==> src/rtl/exe_mem_skid_stage.sv <==
// ============================================================================
// exe_mem_skid_stage : EXE->MEM boundary register with registered ready and a one-entry skid buffer
// Rev 1.0 : initial release
// ============================================================================
`default_nettype none

module exe_mem_skid_stage #(
  parameter int DATA_W = 32,
  parameter int DST_W  = 4
) (
  input  logic              clk,
  input  logic              rst,
  input  logic              flush,
  input  logic              in_valid,
  output logic              in_ready,
  input  logic              in_wb_en,
  input  logic              in_mem_r_en,
  input  logic              in_mem_w_en,
  input  logic [DATA_W-1:0] in_alu_res,
  input  logic [DATA_W-1:0] in_val_rm,
  input  logic [DST_W-1:0]  in_dst,
  output logic              out_valid,
  input  logic              out_ready,
  output logic              out_wb_en,
  output logic              out_mem_r_en,
  output logic              out_mem_w_en,
  output logic [DATA_W-1:0] out_alu_res,
  output logic [DATA_W-1:0] out_val_rm,
  output logic [DST_W-1:0]  out_dst,
  output logic [1:0]        occupancy
);

  localparam int ENT_W = 3 + 2 * DATA_W + DST_W;

  typedef enum logic [1:0] {
    S_EMPTY = 2'd0,
    S_ONE   = 2'd1,
    S_TWO   = 2'd2
  } state_t;

  state_t             state_q, state_d;
  logic               in_ready_q, in_ready_d;
  logic [ENT_W-1:0]   main_q, main_d;
  logic [ENT_W-1:0]   skid_q, skid_d;
  logic               w_in_fire, w_out_fire;
  logic [ENT_W-1:0]   w_in_entry;

  assign w_in_entry = {in_wb_en, in_mem_r_en, in_mem_w_en, in_alu_res, in_val_rm, in_dst};
  assign out_valid  = (state_q != S_EMPTY);
  assign w_in_fire  = in_valid & in_ready_q;
  assign w_out_fire = out_valid & out_ready;

  always_comb begin
    state_d    = state_q;
    main_d     = main_q;
    skid_d     = skid_q;
    in_ready_d = in_ready_q;
    if (flush) begin
      // Squash both entries; data registers keep their stale contents.
      state_d = S_EMPTY;
    end else begin
      case (state_q)
        S_EMPTY: begin
          if (w_in_fire) begin
            main_d  = w_in_entry;
            state_d = S_ONE;
          end
        end
        S_ONE: begin
          if (w_in_fire && w_out_fire) begin
            main_d = w_in_entry;
          end else if (w_in_fire) begin
            skid_d  = w_in_entry;
            state_d = S_TWO;
          end else if (w_out_fire) begin
            state_d = S_EMPTY;
          end
        end
        S_TWO: begin
          if (w_out_fire) begin
            main_d  = skid_q;
            state_d = S_ONE;
          end
        end
        default: state_d = S_EMPTY;
      endcase
    end
    // Ready is a pure function of the next state, so it never sees out_ready combinationally.
    in_ready_d = (state_d != S_TWO);
  end

  always_ff @(posedge clk) begin
    if (rst) begin
      state_q    <= S_EMPTY;
      in_ready_q <= 1'b1;
      main_q     <= '0;
      skid_q     <= '0;
    end else begin
      state_q    <= state_d;
      in_ready_q <= in_ready_d;
      main_q     <= main_d;
      skid_q     <= skid_d;
    end
  end

  assign in_ready     = in_ready_q;
  assign out_wb_en    = main_q[ENT_W-1] & out_valid;
  assign out_mem_r_en = main_q[ENT_W-2] & out_valid;
  assign out_mem_w_en = main_q[ENT_W-3] & out_valid;
  assign out_alu_res  = main_q[2*DATA_W+DST_W-1 -: DATA_W];
  assign out_val_rm   = main_q[DATA_W+DST_W-1 -: DATA_W];
  assign out_dst      = main_q[DST_W-1:0];
  assign occupancy    = (state_q == S_TWO) ? 2'd2 : (state_q == S_ONE) ? 2'd1 : 2'd0;

endmodule

`default_nettype wire

==> config.mk <==
export PLATFORM = sky130hd
export DESIGN_NAME = exe_mem_skid_stage
export DESIGN_NICKNAME = d
export VERILOG_FILES = /design/src/rtl/exe_mem_skid_stage.sv
export SDC_FILE = /design/constraint.sdc
export NUM_CORES = 1
export LEC_CHECK = 0
export CAP_MARGIN = 20
export CORE_UTILIZATION = 40
export CTS_CLUSTER_SIZE = 40
export DETAILED_ROUTE_END_ITERATION = 8
export GPL_ROUTABILITY_DRIVEN = 0
export MAX_ROUTING_LAYER = met4
export PLACE_DENSITY = 0.67
export SYNTH_ARGS = -nofsm -noshare
export SYNTH_HDL_FRONTEND = slang
export SYNTH_SLANG_ARGS = --single-unit
==> constraint.sdc <==
create_clock -name clk -period 2.05 [get_ports clk]
set_input_delay 0.41 -clock clk [delete_from_list [all_inputs] [get_ports clk]]
set_output_delay 0.41 -clock clk [all_outputs]
set_load 0.05 [all_outputs]
==> flow_metrics.env, run 1 <==
export IMPL_p_comb_frac=0.157
export IMPL_grt_overflow=0
export IMPL_vdd_drop_max_mv=0.5268
export IMPL_grt_pass1_vias=4915
export IMPL_grt_pass1_wl_mm=23.67
export IMPL_max_slew_worst_pin_slew_ns=0.5694
export IMPL_die_width_um=126.6
export IMPL_hold_class="in2reg"
export IMPL_n_antenna_cell=0
export IMPL_routed_via_density=5.026
export IMPL_p_sw_uw=1915
export IMPL_fin_nets=861
export IMPL_layout_drive_gt1_share=0.08145
export IMPL_seq_area_um2=2903
export IMPL_grtUsageTotal=0.1921
export IMPL_areaGrowthSynthToFinish_pct=32.76
export IMPL_antenna_found_initial=0
export IMPL_max_stage_delay_ns=0.85
export IMPL_setup_viol=0
export IMPL_path_buf_inv=1
export IMPL_status="finished with violations"
export IMPL_clock_skew_ns=0.01031
export IMPL_drc=2
export IMPL_slew_headroom=0.6192
export IMPL_yosys_register_bits=145
export IMPL_root_buffer="clkbuf_16"
export IMPL_numPortBuffers=150
export IMPL_htreeDepth=4
export IMPL_hp_start="rst"
export IMPL_postLayoutCoreUtil=0.5441
export IMPL_r2r_start="state_q[1]"
export IMPL_synth_yosys_seq_area_share=0.4676
export IMPL_hold_buffers=0
export IMPL_dieArea_um2=16020
export IMPL_dr_total_vias=4956
export IMPL_p_clk_frac=0.453
export IMPL_worstPathMaxFanout=2
export IMPL_ys_types=21
export IMPL_crit_chain="clkdlybuf4s50_1"
export IMPL_firstDrtPassIters=7
export IMPL_reg2reg_slack_ns=0.32
export IMPL_start_kind="flip-flop"
export IMPL_dp_slack_ns=-0.06278
export IMPL_holdPathStages=2
export IMPL_post_cts_setup_buffers=0
export IMPL_min_period_ns=1.997
export IMPL_clock_latency_ns=0.41
export IMPL_clk_transition_reported_paths_ns=0.06
export IMPL_powerDensity_nw_per_um2=938.9
export IMPL_cap_viol_max_count=0
export IMPL_finalWirelength_mm=14.46
export IMPL_clkSinkCount=145
export IMPL_grt_max_degree=73
export IMPL_ant_nets=0
export IMPL_seqPwrFrac=0.391
export IMPL_required_ns=1.64
export IMPL_worstSetupEndpointType="primary output"
export IMPL_whs_endpoint="skid_q[64]"
export IMPL_setup_ws_ns=0.05278
export IMPL_layout_commonest_cell="dfxtp_1"
export IMPL_dp_hpwl_mm=9.522
export IMPL_yosysWarnings=0
export IMPL_synth_area_um2=6207
export IMPL_syn_area_per_cell_um2=8.669
export IMPL_hold_viol=0
export IMPL_drt_iter0_markers=230
export IMPL_die_h_um=126.6
export IMPL_rsz0062_at_grt="no"
export IMPL_io_pins=151
export IMPL_wl_per_cell_um=14.66
export IMPL_clockBufferDepth=2
export IMPL_syn_num_nets=792
export IMPL_crit_type="reg2out"
export IMPL_internal_power_uw=5822
export IMPL_cpLargestDelayFamily="buffers and inverters"
export IMPL_core_um2=15150
export IMPL_fill_cells=1343
export IMPL_violations="DRC"
export IMPL_p_leak_uw=0.003438
export IMPL_mostFrequentLayoutCells="dfxtp_1 (145), nand2_1 (144), clkdlybuf4s50_1 (139)"
export IMPL_cp_slowest_cell="clkdlybuf4s50_1"
export IMPL_cts_tree="done"
export IMPL_multi_input_area_um2=2556
export IMPL_reg2reg_to="main_q[37]"
export IMPL_arrival_ns=1.59
export IMPL_fmax_ghz=0.5007
export IMPL_slew_violations=0
export IMPL_reg2regPathDepth=6
export IMPL_final_period_utilization=0.9743
export IMPL_sw_frac_of_total=0.2475
export IMPL_syn_inst=716
export IMPL_start_util=0.4098
export IMPL_rows=45
export IMPL_cts_made_buffers=17
[per-layer routing]
metal,GRT usage,part of all wire,up-vias
met5,-,0,-
li1,-,-,2507
met4,0.07087,0.011,0
met1,0.2192,0.44,2317
met3,0.04471,0.045,8
met2,0.3279,0.51,124
[state kept, by name, indices dropped and copies added, names as in the netlist]
register	cells
state_q	2
in_ready	1
skid_q	71
main_q	71
[kinds of logic (layout without fill, tap and decap cells)]
| kind of cell | Yosys count | in the layout | share of synthesized area |
|---|---|---|---|
| AO/OA/AOI/OAI | 146 | 146 | 0.1490 |
| buffers and inverters | 125 | 207 | 0.1238 |
| flip-flops | 145 | 145 | 0.4676 |
| multiplexers | 71 | 71 | 0.1145 |
| AND/OR/NAND/NOR | 229 | 229 | 0.1451 |
[area by class of cell]
| type | instances | share of cell area |
|---|---|---|
| Clock buffer | 24 | 0.06332 |
| Clock inverter | 8 | 0.02065 |
| Inverter | 3 | 0.001367 |
| Multi-Input combinational cell | 446 | 0.3102 |
| Sequential cell | 145 | 0.3523 |
| Tap cell | 188 | 0.02855 |
| Timing Repair Buffer | 172 | 0.2237 |
[Yosys cell counts, drive strengths merged]
library cell	instances	share of area
mux2i	71	0.11
nand2b	1	0.0010
nand3	1	0.00081
inv	3	0.0018
a31oi	1	0.0020
nand4bb	1	0.0018
buf	99	0.11
nand4	1	0.0010
nor2	73	0.044
nor2b	4	0.0040
nand3b	2	0.0024
nand4b	1	0.0014
clkbuf	23	0.014
a311oi	1	0.0014
a211oi	71	0.086
and4	1	0.0014
nand2	144	0.087
a21o	2	0.0024
dfxtp	145	0.47
a21oi	71	0.057
[worst max-delay path by stage]
stage                     startpoint             end  slack, ns  depth (start not counted)
final                     main_q[34]  out_val_rm[30]       0.05                          1
after CTS                 main_q[38]  out_alu_res[2]       0.02                          1
after global routing      main_q[34]  out_val_rm[30]      0.001                          1
after floorplan             in_ready      main_q[12]       0.26                          6
after global placement     out_ready      main_q[24]     -0.007                          7
after detailed placement   out_ready      main_q[37]      -0.06                          7
[stage by stage]
step / instance area (um^2) / total power [uW] / hold slack [ns] / instances / setup TNS, ns
floorplan: 6210 / 3931 / 0.4357 / 716 / 0
global placement: 7542 / 4273 / 0.4404 / 954 / -0.006759
detailed placement: 7542 / 4298 / 0.4460 / 954 / -1.363
CTS: 8233 / 7826 / 0.3424 / 986 / 0
global route: 8240 / 8020 / 0.3662 / 986 / 0
finish: 8240 / 7737 / 0.3546 / 986 / 0
[power by group through the flow]
stage                     sequential (uW)  clock [uW]  combinational (uW)
after floorplan                      3060           0                 872
after global placement               3080           0                1190
after detailed placement             3080           0                1210
after CTS                            3020        3580                1220
after global routing                 3040        3700                1290
final                                3020        3500                1210
[timing repair]
action                                  in CTS  in global routing
resized for setup                            1                  3
endpoints found under the setup margin       1                  3
pin swaps                                    0                  0
Note: power is estimated with default switching activity, not from simulation.
==> run 2, diff against run 1 <==
--- a/config.mk
+++ b/config.mk
@@ -12,6 +12,7 @@
 export GPL_ROUTABILITY_DRIVEN = 0
 export MAX_ROUTING_LAYER = met4
 export PLACE_DENSITY = 0.67
+export REMOVE_ABC_BUFFERS = 1
 export SYNTH_ARGS = -nofsm -noshare
 export SYNTH_HDL_FRONTEND = slang
 export SYNTH_SLANG_ARGS = --single-unit
==> run 2 against run 1 <==
  * The run now ends clean
  * Sequential share of layout area is 0.64 points higher
  * Global-route usage fell by 0.72 points
  * Combinational power hardly changed
  * Critical path type unchanged
  * Largest cell class unchanged
  * Largest power group unchanged
==> flow_metrics.env, run 2 (same netlist as run 1, synthesis figures left out) <==
export IMPL_fin_nets=854
export IMPL_routed_via_density=5.039
export IMPL_hold_class="in2reg"
export IMPL_fill_cells=1364
export IMPL_mostFrequentLayoutCells="dfxtp_1 (145), nand2_1 (144), clkdlybuf4s50_1 (141)"
export IMPL_powerDensity_nw_per_um2=949.3
export IMPL_max_slew_worst_pin_slew_ns=0.5443
export IMPL_numPortBuffers=150
export IMPL_arrival_ns=1.60
export IMPL_hold_viol=0
export IMPL_drc=0
export IMPL_slew_violations=0
export IMPL_grt_max_degree=73
export IMPL_clkSinkCount=145
export IMPL_internal_power_uw=5749
export IMPL_reg2reg_to="main_q[0]"
export IMPL_reg2regPathDepth=5
export IMPL_p_leak_uw=0.003346
export IMPL_place_inst=947
export IMPL_path_buf_inv=1
export IMPL_finalNonFillerCells=978
export IMPL_dr_total_vias=4928
export IMPL_clk_transition_reported_paths_ns=0.06
export IMPL_postLayoutCoreUtil=0.5343
export IMPL_layout_drive_gt1_share=0.06835
export IMPL_dp_hpwl_mm=9.097
export IMPL_dieArea_um2=16020
export IMPL_finalWirelength_mm=14.09
export IMPL_holdPathStages=2
export IMPL_hold_buffers=0
export IMPL_slew_headroom=0.6360
export IMPL_firstDrtPassIters=6
export IMPL_seq_area_um2=2903
export IMPL_n_antenna_cell=0
export IMPL_rsz0062_at_grt="no"
export IMPL_cts_tree="done"
export IMPL_cpLargestDelayFamily="buffers and inverters"
export IMPL_start_kind="flip-flop"
export IMPL_p_sw_uw=1934
export IMPL_io_pins=151
export IMPL_areaGrowthSynthToFinish_pct=30.38
export IMPL_p_clk_frac=0.453
export IMPL_worstSetupEndpointType="primary output"
export IMPL_hp_start="rst"
export IMPL_antenna_found_initial=0
export IMPL_start_util=0.4098
export IMPL_required_ns=1.64
export IMPL_sw_frac_of_total=0.2517
export IMPL_reg2reg_slack_ns=0.29
export IMPL_r2r_start="state_q[1]"
export IMPL_cap_viol_max_count=0
export IMPL_cts_made_buffers=17
export IMPL_clockBufferDepth=2
export IMPL_finalSetupTns_ns=0
export IMPL_core_um2=15150
export IMPL_power_uw=7683
export IMPL_root_buffer="clkbuf_16"
export IMPL_ant_nets=0
export IMPL_multi_input_area_um2=2554
export IMPL_clock_skew_ns=0.006318
export IMPL_wl_per_cell_um=14.40
export IMPL_p_comb_frac=0.154
export IMPL_top_regs="main_q: 71 flops, skid_q: 71 flops, state_q: 2 flops"
export IMPL_min_period_ns=2.006
export IMPL_crit_type="reg2out"
export IMPL_grt_overflow=0
export IMPL_worstPathMaxFanout=2
export IMPL_vdd_drop_max_mv=0.5037
export IMPL_whs_endpoint="skid_q[9]"
export IMPL_die_h_um=126.6
export IMPL_post_cts_setup_buffers=0
export IMPL_status="finished, final reports clean"
export IMPL_grt_pass1_wl_mm=22.86
export IMPL_htreeDepth=4
export IMPL_die_width_um=126.6
export IMPL_crit_chain="clkdlybuf4s50_1"
export IMPL_drt_iter0_markers=282
export IMPL_rows=45
export IMPL_setup_ws_ns=0.04375
export IMPL_max_stage_delay_ns=0.82
export IMPL_grtUsageTotal=0.1849
export IMPL_cp_slowest_cell="clkdlybuf4s50_1"
export IMPL_grt_pass1_vias=4764
export IMPL_clock_latency_ns=0.42
export IMPL_fmax_ghz=0.4984
export IMPL_dp_slack_ns=-0.2045
export IMPL_setup_viol=0
export IMPL_final_period_utilization=0.9787
export IMPL_layout_commonest_cell="dfxtp_1"
export IMPL_seqPwrFrac=0.394
run 2: cell types whose count changed in the layout (fill, tap and decap cells not counted), moves of 2 or more:
cell / previous run / this run
buf_4: 14 / 12
clkbuf_8: 7 / 2
buf_12: 15 / 10
clkbuf_1: 0 / 2
dlymetal6s2s_1: 3 / 1
clkdlybuf4s50_1: 139 / 141
run 2: final cells by class:
cell class / instances / area share
clock buffers: 21 / 0.05690
clock inverters: 10 / 0.02551
inverters: 3 / 0.001391
multi-input cells: 446 / 0.3156
flip-flops and latches: 145 / 0.3587
well taps: 188 / 0.02907
repair buffers: 165 / 0.2129
run 2: power by group through the flow:
| stage | registers, uW | logic, uW | clock network [uW] |
|---|---|---|---|
| after floorplan | 3450 | 294 | 0 |
| after global placement | 3080 | 1160 | 0 |
| after detailed placement | 3090 | 1180 | 0 |
| after CTS | 3030 | 1190 | 3550 |
| after global routing | 3040 | 1250 | 3690 |
| final | 3020 | 1180 | 3480 |
run 2: timing repair:
action	CTS	global route
endpoints found under the setup margin	1	1
gates resized for setup	1	1
hold endpoints to repair	0	0
run 2: stage by stage:
step                area [um^2]  hold slack (ns)
floorplan                  5450           0.4296
global placement           7425           0.4404
detailed placement         7425           0.4444
CTS                        8090           0.4255
global route               8093           0.4556
finish                     8093           0.4361
run 2: worst max-delay path by stage:
stage                     startpoint              to  slack, ns  depth (start not counted)
after floorplan             in_ready       main_q[0]      -2.49                          3
after global placement      in_valid      main_q[63]      -0.09                          6
after detailed placement    in_valid      main_q[66]      -0.20                          6
after CTS                  main_q[3]      out_dst[3]       0.03                          1
after global routing      main_q[15]  out_val_rm[11]      0.002                          1
final                      main_q[3]      out_dst[3]       0.04                          1
run 2: routing by layer:
metal / wire length, um / track usage / vias up
li1: - / - / 2489
met1: 6309 / 0.2198 / 2301
met2: 6798 / 0.2996 / 122
met3: 771 / 0.04766 / 16
met4: 208 / 0.07158 / 0
met5: 0 / - / -
==> run 3, diff against run 2 <==
--- a/config.mk
+++ b/config.mk
@@ -6,12 +6,14 @@
 export NUM_CORES = 1
 export LEC_CHECK = 0
 export CAP_MARGIN = 20
-export CORE_UTILIZATION = 40
+export CORE_ASPECT_RATIO = 0.5
+export CORE_UTILIZATION = 48
+export CTS_BUF_LIST = sky130_fd_sc_hd__clkbuf_8
 export CTS_CLUSTER_SIZE = 40
 export DETAILED_ROUTE_END_ITERATION = 8
 export GPL_ROUTABILITY_DRIVEN = 0
 export MAX_ROUTING_LAYER = met4
-export PLACE_DENSITY = 0.67
+export PLACE_DENSITY = 0.78
 export REMOVE_ABC_BUFFERS = 1
 export SYNTH_ARGS = -nofsm -noshare
 export SYNTH_HDL_FRONTEND = slang
==> run 3 against run 2 <==
  * Combinational power barely moved
  * Power fell by 8.6%
  * Maximum frequency barely moved
  * Critical path depth did not move
  * Routed wire length fell by 1.4%
  * Largest power group is now registers
  * Sequential power barely moved
  * Sequential cell count did not move
  * First-iteration DRC count rose by 36%
==> flow_metrics.env, run 3 (same netlist as run 1, synthesis figures left out) <==
export IMPL_n_antenna_cell=0
export IMPL_die_h_um=82.41
export IMPL_placed_cell_area_um2=7496
export IMPL_crit_type="reg2out"
export IMPL_grtUsageTotal=0.2140
export IMPL_areaGrowthSynthToFinish_pct=30.78
export IMPL_top_regs="main_q: 71 flops, skid_q: 71 flops, state_q: 2 flops"
export IMPL_clk_transition_reported_paths_ns=0.08
export IMPL_clockBufferDepth=2
export IMPL_fmax_ghz=0.4982
export IMPL_clock_latency_ns=0.43
export IMPL_start_kind="flip-flop"
export IMPL_worstPathMaxFanout=2
export IMPL_firstDrtPassIters=5
export IMPL_stdcell_area_um2=8118
export IMPL_finalSetupTns_ns=0
export IMPL_finalWirelength_mm=13.88
export IMPL_slew_violations=0
export IMPL_dieArea_um2=13420
export IMPL_hold_class="in2reg"
export IMPL_mostFrequentLayoutCells="dfxtp_1 (145), nand2_1 (144), clkdlybuf4s50_1 (113)"
export IMPL_worstSetupEndpointType="primary output"
export IMPL_antenna_found_initial=0
export IMPL_postLayoutCoreUtil=0.6658
export IMPL_cpLargestDelayFamily="buffers and inverters"
export IMPL_drc=0
export IMPL_fill_cells=962
export IMPL_io_pins=151
export IMPL_layout_drive_gt1_share=0.08354
export IMPL_fin_nets=865
export IMPL_hold_viol=0
export IMPL_dr_total_vias=4928
export IMPL_vdd_drop_max_mv=0.3740
export IMPL_hold_buffers=0
export IMPL_setup_ws_ns=0.04296
export IMPL_root_buffer="clkbuf_8"
export IMPL_clock_skew_ns=0.01253
export IMPL_setup_viol=0
export IMPL_cp_slowest_cell="clkdlybuf4s50_1"
export IMPL_grt_pass1_wl_mm=22.06
export IMPL_max_slew_worst_pin_slew_ns=0.5498
export IMPL_final_period_utilization=0.9790
export IMPL_cap_viol_max_count=0
export IMPL_layout_commonest_cell="dfxtp_1"
export IMPL_core_um2=12190
export IMPL_rows=28
export IMPL_path_buf_inv=1
export IMPL_fin_worst_hold_slack_ns=0.3610
export IMPL_ant_nets=0
export IMPL_wl_per_cell_um=14.36
export IMPL_clkSinkCount=145
export IMPL_cts_made_buffers=17
export IMPL_drt_iter0_markers=383
export IMPL_min_period_ns=2.007
export IMPL_crit_chain="clkdlybuf4s50_1"
export IMPL_required_ns=1.64
export IMPL_routed_via_density=5.096
export IMPL_htreeDepth=4
export IMPL_dp_hpwl_mm=9.228
export IMPL_max_stage_delay_ns=0.81
export IMPL_grt_pass1_vias=4600
export IMPL_grt_overflow=0
export IMPL_arrival_ns=1.60
export IMPL_numPortBuffers=150
export IMPL_dp_slack_ns=-0.1558
export IMPL_cts_tree="done"
export IMPL_grt_max_degree=67
export IMPL_powerDensity_nw_per_um2=865.2
export IMPL_die_width_um=162.8
export IMPL_status="finished, final reports clean"
export IMPL_slew_headroom=0.6329
export IMPL_start_util=0.5091
export IMPL_p_leak_uw=0.003767
[run 3: cell count changes in the layout (fill, tap and decap cells not counted)]
cell	before	now
buf_12	10	15
clkinv_2	2	1
clkbuf_1	2	0
bufinv_16	6	7
dlymetal6s2s_1	1	28
clkbuf_16	17	0
clkinv_4	1	4
inv_1	3	4
dlygate4sd2_1	1	2
clkbuf_8	2	18
buf_4	12	18
clkdlybuf4s50_1	141	113
[run 3: where the power goes]
group	switching, uW	internal [uW]	leakage (uW)
Sequential	70.2	2940	0.00118
Combinational	722	478	0.00233
Clock	1080	1730	0.000254
[run 3: layer usage]
metal | routed length (um) | global-route usage
met5 | 0 | -
met3 | 418 | 0.03846
met1 | 6376 | 0.2559
met4 | 127 | 0.07850
met2 | 6960 | 0.3677
[run 3: final cells by class]
type / instances / area, um^2 / share of cell area
Sequential cell: 145 / 2903 / 0.3576
Multi-Input combinational cell: 446 / 2554 / 0.3146
Timing Repair Buffer: 176 / 1934 / 0.2383
Clock inverter: 14 / 261.5 / 0.03221
Clock buffer: 18 / 247.7 / 0.03052
Tap cell: 165 / 206.4 / 0.02543
Inverter: 3 / 11.26 / 0.001387
[run 3: worst paths after layout]
path / depth (start not counted) / start / slack (ns) / endpoint
min reg2reg: 2 / skid_q[52] / 0.45 / skid_q[52]
max reg2reg: 6 / state_q[1] / 0.35 / main_q[1]
min: 2 / rst / 0.36 / skid_q[31]
max: 1 / main_q[6] / 0.04 / out_val_rm[2]
[run 3: worst register-to-register path, stage by stage (launching register included)]
cell,delay (ns)
dfxtp_1,0.49
nand3b_1,0.20
a31oi_4,0.28
buf_12,0.19
buf_12,0.17
nor2_1,0.06
a211oi_1,0.23
[run 3: what timing repair did]
| item | CTS | global route |
|---|---|---|
| setup buffers | 0 | 6 |
| resized for setup | 2 | 28 |
| setup endpoints to repair | 2 | 29 |
| endpoints found under the hold margin | 0 | 0 |
[run 3: through the flow]
stage / power [uW] / std cells
floorplan: 3747 / 594
global placement: 4266 / 929
detailed placement: 4288 / 929
CTS: 7081 / 961
global route: 7277 / 967
finish: 7024 / 967
